$ cat src/rtl/sonar_scheduler.sv
// sonar_scheduler: round-robin trigger/measure sequencer for six ultrasonic sonars
// fired in pairs (1+2, 3+4, 5+6). Echo widths are converted to cm and packed
// into one 16-bit word per pair. A word changes only in the single S_Store clock,
// so a reader sampling the words at any time never sees half of an update.
module sonar_scheduler #(
   parameter int TRIG_CYCLES  = 500,
   parameter int TICK_CYCLES  = 2900,
   parameter int WAIT_CYCLES  = 50000,
   parameter int GUARD_CYCLES = 1000000
) (
   input  logic        theClock,
   input  logic        theReset,
   input  logic        enable,
   input  logic [5:0]  echo,
   output logic [5:0]  trig,
   output logic [15:0] sonar12,
   output logic [15:0] sonar34,
   output logic [15:0] sonar56,
   output logic        busy,
   output logic [1:0]  pair_idx
);

   typedef enum logic [2:0] {
      S_Idle     = 3'd0,
      S_Trig     = 3'd1,
      S_WaitEcho = 3'd2,
      S_Measure  = 3'd3,
      S_Store    = 3'd4,
      S_Guard    = 3'd5
   } state_t;

   // Trigger lines belonging to a pair.
   function automatic logic [5:0] pair_mask(input logic [1:0] p);
      logic [5:0] m;
      case (p)
         2'd0:    m = 6'b000011;
         2'd1:    m = 6'b001100;
         2'd2:    m = 6'b110000;
         default: m = 6'b000000;
      endcase
      return m;
   endfunction

   state_t            state_r, state_next_s, seq_next_s;
   logic [31:0]       cnt_r;
   logic [5:0]        echo_meta_r, echo_sync_r;
   logic [1:0]        echo_pair_s;          // bit0 = channel A (odd sonar), bit1 = channel B
   logic [1:0]        pair_next_s, seq_pair_s;
   logic              abort_s, wait_expired_s;
   logic [1:0]        risen_r, done_r;
   logic [1:0][15:0]  presc_r, presc_base_s;
   logic [1:0][7:0]   dist_r;

   // Double-flop synchroniser for the asynchronous echo lines.
   always_ff @(posedge theClock or posedge theReset) begin
      if (theReset) begin
         echo_meta_r <= 6'b000000;
         echo_sync_r <= 6'b000000;
      end else begin
         echo_meta_r <= echo;
         echo_sync_r <= echo_meta_r;
      end
   end

   // Select the synchronised echoes of the active pair and the prescaler start values.
   always_comb begin
      echo_pair_s = 2'b00;
      case (pair_idx)
         2'd0:    echo_pair_s = echo_sync_r[1:0];
         2'd1:    echo_pair_s = echo_sync_r[3:2];
         2'd2:    echo_pair_s = echo_sync_r[5:4];
         default: echo_pair_s = 2'b00;
      endcase
      for (int ch = 0; ch < 2; ch++) begin
         // The first high clock of a channel restarts its prescaler.
         presc_base_s[ch] = risen_r[ch] ? presc_r[ch] : 16'd0;
      end
   end

   // Next-state logic; a dropped enable aborts every state except S_Store.
   always_comb begin
      seq_next_s     = state_r;
      seq_pair_s     = pair_idx;
      wait_expired_s = (cnt_r == 32'(WAIT_CYCLES - 1));
      case (state_r)
         S_Idle: begin
            if (enable) seq_next_s = S_Trig;
            else        seq_next_s = S_Idle;
         end
         S_Trig: begin
            if (cnt_r == 32'(TRIG_CYCLES - 1)) seq_next_s = S_WaitEcho;
            else                               seq_next_s = S_Trig;
         end
         S_WaitEcho: begin
            if (echo_pair_s != 2'b00) seq_next_s = S_Measure;
            else if (wait_expired_s)  seq_next_s = S_Store;
            else                      seq_next_s = S_WaitEcho;
         end
         S_Measure: begin
            if (done_r == 2'b11) seq_next_s = S_Store;
            else                 seq_next_s = S_Measure;
         end
         S_Store: begin
            if (enable) seq_next_s = S_Guard;
            else        seq_next_s = S_Idle;
         end
         S_Guard: begin
            if (cnt_r == 32'(GUARD_CYCLES - 1)) begin
               seq_next_s = S_Trig;
               seq_pair_s = (pair_idx == 2'd2) ? 2'd0 : pair_idx + 2'd1;
            end else begin
               seq_next_s = S_Guard;
            end
         end
         default: seq_next_s = S_Idle;
      endcase
      abort_s      = !enable && (state_r != S_Store);
      state_next_s = abort_s ? S_Idle : seq_next_s;
      pair_next_s  = abort_s ? pair_idx : seq_pair_s;
   end

   // State, shared phase counter, pair index and registered trig/busy outputs.
   always_ff @(posedge theClock or posedge theReset) begin
      if (theReset) begin
         state_r  <= S_Idle;
         cnt_r    <= 32'd0;
         pair_idx <= 2'd0;
         trig     <= 6'b000000;
         busy     <= 1'b0;
      end else begin
         state_r  <= state_next_s;
         // The counter restarts on every state change so each phase is timed from its entry.
         cnt_r    <= ((state_next_s != state_r) || (state_next_s == S_Idle)) ? 32'd0 : cnt_r + 32'd1;
         pair_idx <= pair_next_s;
         trig     <= (state_next_s == S_Trig) ? pair_mask(pair_next_s) : 6'b000000;
         busy     <= (state_next_s != S_Idle);
      end
   end

   // Two independent echo-width channels; active from S_WaitEcho through S_Measure.
   always_ff @(posedge theClock or posedge theReset) begin
      if (theReset) begin
         risen_r <= 2'b00;
         done_r  <= 2'b00;
         presc_r <= '0;
         dist_r  <= '0;
      end else if (state_r == S_Trig) begin
         risen_r <= 2'b00;
         done_r  <= 2'b00;
         presc_r <= '0;
         dist_r  <= '0;
      end else if ((state_r == S_WaitEcho) && (state_next_s == S_Store)) begin
         // Neither echo answered in time.
         dist_r <= {8'hFF, 8'hFF};
      end else if ((state_r == S_WaitEcho) || (state_r == S_Measure)) begin
         for (int ch = 0; ch < 2; ch++) begin
            if (!done_r[ch]) begin
               if (echo_pair_s[ch]) begin
                  risen_r[ch] <= 1'b1;
                  if (presc_base_s[ch] == 16'(TICK_CYCLES - 1)) begin
                     presc_r[ch] <= 16'd0;
                     dist_r[ch]  <= dist_r[ch] + 8'd1;
                     // Reaching 255 ends the channel; the value saturates there.
                     if (dist_r[ch] == 8'hFE) done_r[ch] <= 1'b1;
                  end else begin
                     presc_r[ch] <= presc_base_s[ch] + 16'd1;
                  end
               end else if (risen_r[ch]) begin
                  done_r[ch] <= 1'b1;
               end else if ((state_r == S_Measure) && wait_expired_s) begin
                  done_r[ch] <= 1'b1;
                  dist_r[ch] <= 8'hFF;
               end
            end
         end
      end
   end

   // Result words: written only in S_Store, whole word at once.
   always_ff @(posedge theClock or posedge theReset) begin
      if (theReset) begin
         sonar12 <= 16'h0000;
         sonar34 <= 16'h0000;
         sonar56 <= 16'h0000;
      end else if (state_r == S_Store) begin
         case (pair_idx)
            2'd0:    sonar12 <= {dist_r[0], dist_r[1]};
            2'd1:    sonar34 <= {dist_r[0], dist_r[1]};
            2'd2:    sonar56 <= {dist_r[0], dist_r[1]};
            default: sonar12 <= sonar12;
         endcase
      end
   end

endmodule
$ cat config.mk
export PLATFORM = sky130hd
export DESIGN_NAME = sonar_scheduler
export DESIGN_NICKNAME = d
export VERILOG_FILES = /design/src/rtl/sonar_scheduler.sv
export SDC_FILE = /design/constraint.sdc
export NUM_CORES = 1
export LEC_CHECK = 0
export ABC_AREA = 1
export ABC_CLOCK_PERIOD_IN_PS = 9660
export CAP_MARGIN = 5
export CORE_MARGIN = 5
export CORE_UTILIZATION = 35
export CTS_BUF_LIST = sky130_fd_sc_hd__clkbuf_16
export CTS_CLUSTER_SIZE = 40
export DETAILED_ROUTE_END_ITERATION = 6
export PLACE_DENSITY = 0.51
export SLEW_MARGIN = 20
export SYNTH_ARGS = -nofsm -noshare
export SYNTH_HDL_FRONTEND = slang
export SYNTH_SLANG_ARGS = --single-unit
export TNS_END_PERCENT = 5
$ cat constraint.sdc
create_clock -name theClock -period 9.66 [get_ports theClock]
set_clock_uncertainty 0.05 [all_clocks]
set_input_delay 1.449 -clock theClock [delete_from_list [all_inputs] [get_ports theClock]]
set_output_delay 1.449 -clock theClock [all_outputs]
set_load 0.1 [all_outputs]
Word-level counts from Yosys, hierarchy flattened
Cells that the tools add are included.
{"block": "classes", "n_reduce_logical": 26, "muxes": 61, "addsub": 6, "eq_ne": 30}
{"cell": "16-bit 2-to-1 mux", "n": 11}
{"cell": "32-bit 2-to-1 mux", "n": 4}
{"cell": "8-bit 2-to-1 mux", "n": 9}
{"cell": "16-bit by 1-bit adder with 16-bit output (second input constant)", "n": 2}
{"cell": "32-bit by 1-bit adder with 32-bit output (second input constant)", "n": 1}
{"cell": "16-bit by 12-bit == test with 1-bit output (second input constant)", "n": 2}
{"cell": "32-bit by 16-bit == test with 1-bit output (second input constant)", "n": 1}
{"cell": "32-bit by 20-bit == test with 1-bit output (second input constant)", "n": 1}
{"cell": "32-bit by 9-bit == test with 1-bit output (second input constant)", "n": 1}
{"cell": "2-bit 2-to-1 mux", "n": 11}
{"cell": "3-bit 2-to-1 mux", "n": 6}
{"cell": "3-bit case mux with 6 select lines", "n": 1}
{"cell": "6-bit case mux with 3 select lines", "n": 1}
{"cell": "8-bit by 1-bit adder with 8-bit output (second input constant)", "n": 2}
{"cell": "8-bit == test (second input constant)", "n": 2}
{"cell": "1-bit 2-to-1 mux", "n": 16}
{"cell": "5-bit AND reduction", "n": 2}
{"cell": "3-bit == test (second input constant)", "n": 3}
{"cell": "4-bit by 1-bit inequality test with 1-bit output (second input constant)", "n": 2}
{"cell": "4-bit by 2-bit inequality test with 1-bit output (second input constant)", "n": 2}
{"cell": "2-bit AND reduction", "n": 4}
{"cell": "4-bit AND reduction", "n": 2}
{"cell": "2-bit nonzero test", "n": 4}
{"cell": "4-bit nonzero test", "n": 2}
{"cell": "other kinds (18)", "n": 31}
{"block": "word_totals", "ff_bits": 156, "out_inout_bits": 57}

Longest topological paths before layout
Gate-level depths: netlist of the first run.
{"block": "logic_depth", "word_depth": 10, "depth_mapped": 19, "depth_no_buf": 17}

Worst setup path before layout of the first run
OpenSTA, ideal clock, no wires.
{"block": "synth_timing", "kind": "flip-flop to output port", "startpoint": "register trig[1]", "endpoint": "output trig[1]", "required_time_ps": 8161, "n_path_buf": 1, "stages_incl_launch_ff": 2, "arrival_time_ps": 1324, "slack_ps": 6837, "path_cell_list": "dfrtp_1 buf_4"}
{"element": "start: declaration", "line": "15", "source": "output logic [5:0] trig,"}
{"element": "start signal: assignment", "line": "135", "source": "trig <= (state_next_s == S_Trig) ? pair_mask(pair_next_s) : 6'b000000;"}
No word-level cell between the ends.

Worst setup path in the final report of the first run
{"block": "layout_timing", "startpoint": "register pair_idx[1]", "endpoint": "output pair_idx[1]"}
{"element": "start: declaration", "line": "20", "source": "output logic [1:0] pair_idx"}
{"element": "start signal: assignment", "line": "134", "source": "pair_idx <= pair_next_s;"}
No word-level cell between the ends.

==> metrics, run 1 <==
clk sinks 153; PD cells 172.1 nW/um^2; Hold WC Path Type flip-flop to flip-flop; relative slew slack 31.20%; slowest library cell on the worst path clkdlybuf4s50_1; WHS Path Cells 0; number of max-cap violations 0; CTS Buf Count 17; DRC Markers 0; Setup Buffers After CTS 0; layout cells sized above 1 7.417%; register area share after synthesis 46.61%; Clk pwr share 40.0%; Via Count 6838; Die Y 163.2 um; Setup TNS 0 ns; most common cell after layout, fill and taps aside nand2_1; syn avg cell area 7.816 um^2; Mapped Cells 1051; biggest cell delay along the critical path 1.18 ns; CP Class flip-flop to primary output; Final setup viols 0; final net count 1122; Starting Density 35.31%; crit end category primary output; area grow syn2layout 18.52%; number of global-route vias before repair 6574; DRT Wirelength 19940 um; GPL Wtd Cong 0.9185; first-pass GRT wire length 33720 um; CP top delay family buffers and inverters; Rows 56; Ys Warns 0; Req. time, crit path 8.16 ns; Root Buffer clkbuf_16; Antenna Nets Post-Route 0; Pleak 4.401 nW; Finished Layout Cells 1438; diodes inserted 0; die width 163.2 um; Initial DRT Pass Iterations 5; Synth Register Bits 153; DR iter-0 viols 463; synthesized area 8214 um^2; largest net degree at the start of global routing 83; Seq pwr share 45.2%; vias per cell 4.755; Fmax achieved 0.2835 GHz; PortBufs 65; CTS resizes 0; fill cell count 2409; RSZ-0062 raised after global routing no; Core Region 23260 um^2; die area 26630 um^2; Arr. time, crit path 2.03 ns; Hold-fix buffers, CTS 0; maximum fanout along the worst path 5; Worst-Skew Late Latency 0.42 ns; post-DP HPWL 13940 um; dpl cells 1406; Sw Share 33.36%; worst slew pin tran 1.029 ns; critical path startpoint category flip-flop; Int Power 1.117 mW; period utilization 36.52%; global route overflow 0; R2R depth 8; Critical Path Stages 1; status finished clean; Period minus WS final 3.528 ns; CTS tree done; average wire per standard cell 13.87 um; Max VDD drop 120.7 uV; hold violation count in the final report 0; CP Cell Sequence clkdlybuf4s50_1; CP Buf/Inv Count 1; Reg clk slew, reported paths 0.07 ns; Logic pwr share 14.8%; Post-Syn Nets 1067; H-tree depth 4; GR Util All Layers 15.46%; io pins 66; clk buf depth 2; NetSw 0.5590 mW; final count of pins violating max slew 0; most frequent cells in the layout nand2_1 (305), dfrtp_1 (153), nor2_1 (110); Cell variety after synth 35; initial antenna violation count 0
synthesized netlist by cell type:
master    instances  area share (%)
dfrtp_1         153              47
xnor2_1          11             1.2
nand3_1          37             2.3
nor3_4            1            0.20
o31ai_1           1           0.091
ha_1              7             1.1
nand2_1         306              14
a21oi_1          22             1.3
nor4_1           10            0.76
o21ai_2           5            0.53
nor2_1          110             5.0
buf_4             4            0.37
nand3_2           8            0.97
nand2_4           2            0.27
buf_2             9            0.55
o21ai_0          67             4.1
nand4_1          41             3.1
a31oi_1           1           0.076
inv_2             7            0.32
o21ai_1           1           0.061
nor3_2           19             2.3
o211ai_2          1            0.15
clkbuf_1         15            0.69
xor2_1           42             4.5
nand3b_1          3            0.27
and2_0            1           0.076
inv_1           109             5.0
buf_1             1           0.046
a221oi_1          1            0.11
nor2_4            2            0.27
nor3b_1           3            0.27
nor3_1           47             2.9
nand3b_2          1            0.14
a21oi_4           1            0.20
buf_6             2            0.27
flip-flops by register name (all words and copies together) (netlist names), 2 cells and up:
| register | count |
|---|---|
| echo_sync_r | 6 |
| sonar56 | 16 |
| dist_r | 16 |
| sonar34 | 16 |
| done_r | 2 |
| trig | 3 |
| echo_meta_r | 6 |
| pair_idx | 2 |
| state_r | 3 |
| cnt_r | 32 |
| sonar12 | 16 |
| risen_r | 2 |
| presc_r | 32 |
final cells by class:
type	instances	area (um^2)	area share [%]
Clock buffer	17	425.4	4.370
Clock inverter	15	177.7	1.825
Inverter	116	440.4	4.524
Multi-Input combinational cell	751	3795	38.98
Sequential cell	153	3829	39.33
Tap cell	319	399.1	4.100
Timing Repair Buffer	67	669.4	6.876
power by group through the flow:
stage / logic (mW) / registers, mW / clock network [mW]
global route: 0.289 / 0.767 / 0.718
floorplan: 0.198 / 0.750 / 0
CTS: 0.253 / 0.757 / 0.689
detailed placement: 0.251 / 0.769 / 0
finish: 0.249 / 0.757 / 0.670
global placement: 0.250 / 0.769 / 0
kinds of logic after synthesis:
family	synth area share [%]
xor+xnor	5.651
flops	46.61
buf+inv	7.220
simple gates	32.81
fa+ha+maj	1.066
compound gates	6.641
metal layers:
metal	track usage [%]	wire [um]	vias up
met5	0	0	-
met4	3.393	172	0
met3	2.952	694	13
met2	23.83	8813	104
met1	22.65	10260	3215
li1	-	-	3506
path summary, 6_finish.rpt:
path	slack, ns	endpoint	start
setup / recovery	6.13	pair_idx[1]	pair_idx[1]
hold / removal	0.30	echo_sync_r[0]	echo_meta_r[0]
setup reg to reg	6.45	cnt_r[15]	state_r[1]
hold reg to reg	0.30	echo_sync_r[0]	echo_meta_r[0]
max in group asynchronous	6.95	presc_r[1]	theReset
min in group asynchronous	1.44	sonar12[7]	theReset
per-stage QoR:
step           util (%)  cell area, um^2  setup slack (ns)  power, mW  hold WS (ns)
3_5_place_dp      39.23             9126             5.820      1.020        0.2855
4_1_cts           41.82             9729             6.109      1.698        0.3032
5_1_grt           41.85             9736             6.055      1.774        0.3142
6_report          41.85             9736             6.132      1.676        0.3006
3_3_place_gp      39.23             9126             5.881      1.019        0.2846
2_1_floorplan         -             8214             4.040     0.9478        0.2812
Note: power is estimated with default switching activity, not from simulation.
==> inputs of run 2 (changes only) <==
--- a/config.mk
+++ b/config.mk
@@ -6,14 +6,14 @@
 export NUM_CORES = 1
 export LEC_CHECK = 0
 export ABC_AREA = 1
-export ABC_CLOCK_PERIOD_IN_PS = 9660
+export ABC_CLOCK_PERIOD_IN_PS = 2860
 export CAP_MARGIN = 5
 export CORE_MARGIN = 5
 export CORE_UTILIZATION = 35
 export CTS_BUF_LIST = sky130_fd_sc_hd__clkbuf_16
 export CTS_CLUSTER_SIZE = 40
 export DETAILED_ROUTE_END_ITERATION = 6
-export PLACE_DENSITY = 0.51
+export PLACE_DENSITY = 0.52
 export SLEW_MARGIN = 20
 export SYNTH_ARGS = -nofsm -noshare
 export SYNTH_HDL_FRONTEND = slang
==> constraint.sdc (replaced) <==
create_clock -name theClock -period 2.86 [get_ports theClock]
set_clock_uncertainty 0.05 [all_clocks]
set_input_delay 0.429 -clock theClock [delete_from_list [all_inputs] [get_ports theClock]]
set_output_delay 0.429 -clock theClock [all_outputs]
set_load 0.1 [all_outputs]
==> metrics, run 2 (synthesis results as in run 1) <==
die area 26630 um^2; crit-path most repeated cell nand2_1; M2 GR Usage 23.72%; final net count 1139; multi-input logic area 3792 um^2; CP Buf/Inv Count 2; PortBufs 65; GRT busiest layer met2; RSZ-0062 raised after global routing no; biggest cell delay along the critical path 0.39 ns; diodes inserted 0; number of max-cap violations 0; Via Count 6909; Fmax achieved 0.3997 GHz; fill cell count 2423; CTS tree done; post-DP HPWL 14300 um; DR iter-0 viols 502; GR Util All Layers 15.41%; CP Cell Sequence ha_1 -> nand3_1 -> inv_1 -> nand3_1 -> nor2_1 -> nand2_1 -> nand2_1 -> nand3_2 -> nand3_2 -> nand2_1 -> inv_2 -> nand2_4 -> nor2_4 -> nand2_1 -> nand2_1; Setup TNS 0 ns; CTS resizes 0; final count of pins violating max slew 0; H-tree depth 4; Initial DRT Pass Iterations 5; Core Region 23260 um^2; area grow syn2layout 18.96%; post-layout power 5.690 mW; Root Buffer clkbuf_16; initial antenna violation count 0; CTS Buf Count 17; layout cells sized above 1 13.73%; Max VDD drop 331.9 uV; PD cells 582.2 nW/um^2; global route overflow 0; slowest library cell on the worst path dfrtp_1; Starting Density 35.31%; clk buf depth 2; DRC Markers 0; most common cell after layout, fill and taps aside nand2_1; Antenna Nets Post-Route 0; relative slew slack 52.38%; placed instance area 9173 um^2; Period minus WS final 2.502 ns; Hold WC Path Type flip-flop to flip-flop; CP top delay family simple AND/OR/NAND/NOR gates; Worst-Skew Late Latency 0.43 ns; number of global-route vias before repair 6649; largest net degree at the start of global routing 41; io pins 66; clk sinks 153; Reg clk slew, reported paths 0.07 ns; average wire per standard cell 13.55 um; GR Layer Usage met1 22.28%; most frequent cells in the layout nand2_1 (306), dfrtp_1 (153), nor2_1 (110); status finished clean; Pleak 4.615 nW; die width 163.2 um; CP Class flip-flop to flip-flop; crit end category flip-flop; GPL Wtd Cong 0.9258; hold violation count in the final report 0; Req. time, crit path 3.17 ns; period utilization 87.47%; Rows 56; largest registers cnt_r x32, presc_r x32; met3 Resource Use GR 3.280%; Storage cell area 3829 um^2; Setup Buffers After CTS 0; Final setup viols 0; Hold-fix buffers, CTS 0; worst slew pin tran 0.7128 ns; Arr. time, crit path 2.81 ns; critical path startpoint category flip-flop; Die Y 163.2 um; Final Cell Area 9772 um^2; first-pass GRT wire length 33730 um; DRT Wirelength 19710 um; vias per cell 4.748; maximum fanout along the worst path 18; Hold Slack 0.2997 ns
==> run 2: area by class of cell <==
| type | count | area share (%) |
|---|---|---|
| well taps | 319 | 4.085 |
| flip-flops and latches | 153 | 39.18 |
| clock buffers | 17 | 4.353 |
| multi-input cells | 751 | 38.81 |
| repair buffers | 84 | 7.298 |
| inverters | 116 | 4.494 |
| clock inverters | 15 | 1.780 |
==> run 2: report_power, final <==
group / internal, mW / leakage [nW] / switching, mW / total (mW)
Sequential: 2.33 / 2.07 / 0.180 / 2.51
Clock: 1.18 / 0.293 / 1.07 / 2.25
Combinational: 0.296 / 2.25 / 0.629 / 0.925
==> run 2: worst paths after layout <==
path                           startpoint             end  slack [ns]  depth (start not counted)
max                              cnt_r[0]     presc_r[23]        0.36                         15
max in group asynchronous        theReset     presc_r[26]        1.68                          3
min in group asynchronous        theReset       cnt_r[11]        0.42                          2
max reg2reg                      cnt_r[0]     presc_r[23]        0.36                         15
min reg2reg                echo_meta_r[3]  echo_sync_r[3]        0.30                          0
min                        echo_meta_r[3]  echo_sync_r[3]        0.30                          0
==> run 2: layer usage <==
layer	vias to the layer above	wire, um
met3	15	809
met2	126	8898
met4	0	195
met5	-	0
li1	3543	-
met1	3225	9806
==> run 2: through the flow <==
| step | utilization (%) | std cells | setup slack, ns |
|---|---|---|---|
| 5_1_grt | 42.01 | 1455 | 0.06313 |
| 6_report | 42.01 | 1455 | 0.3584 |
| 3_5_place_dp | 39.43 | 1423 | 0.3334 |
| 2_1_floorplan | - | 1051 | 0.2700 |
| 4_1_cts | 42.01 | 1455 | 0.3170 |
| 3_3_place_gp | 39.43 | 1423 | 0.3842 |
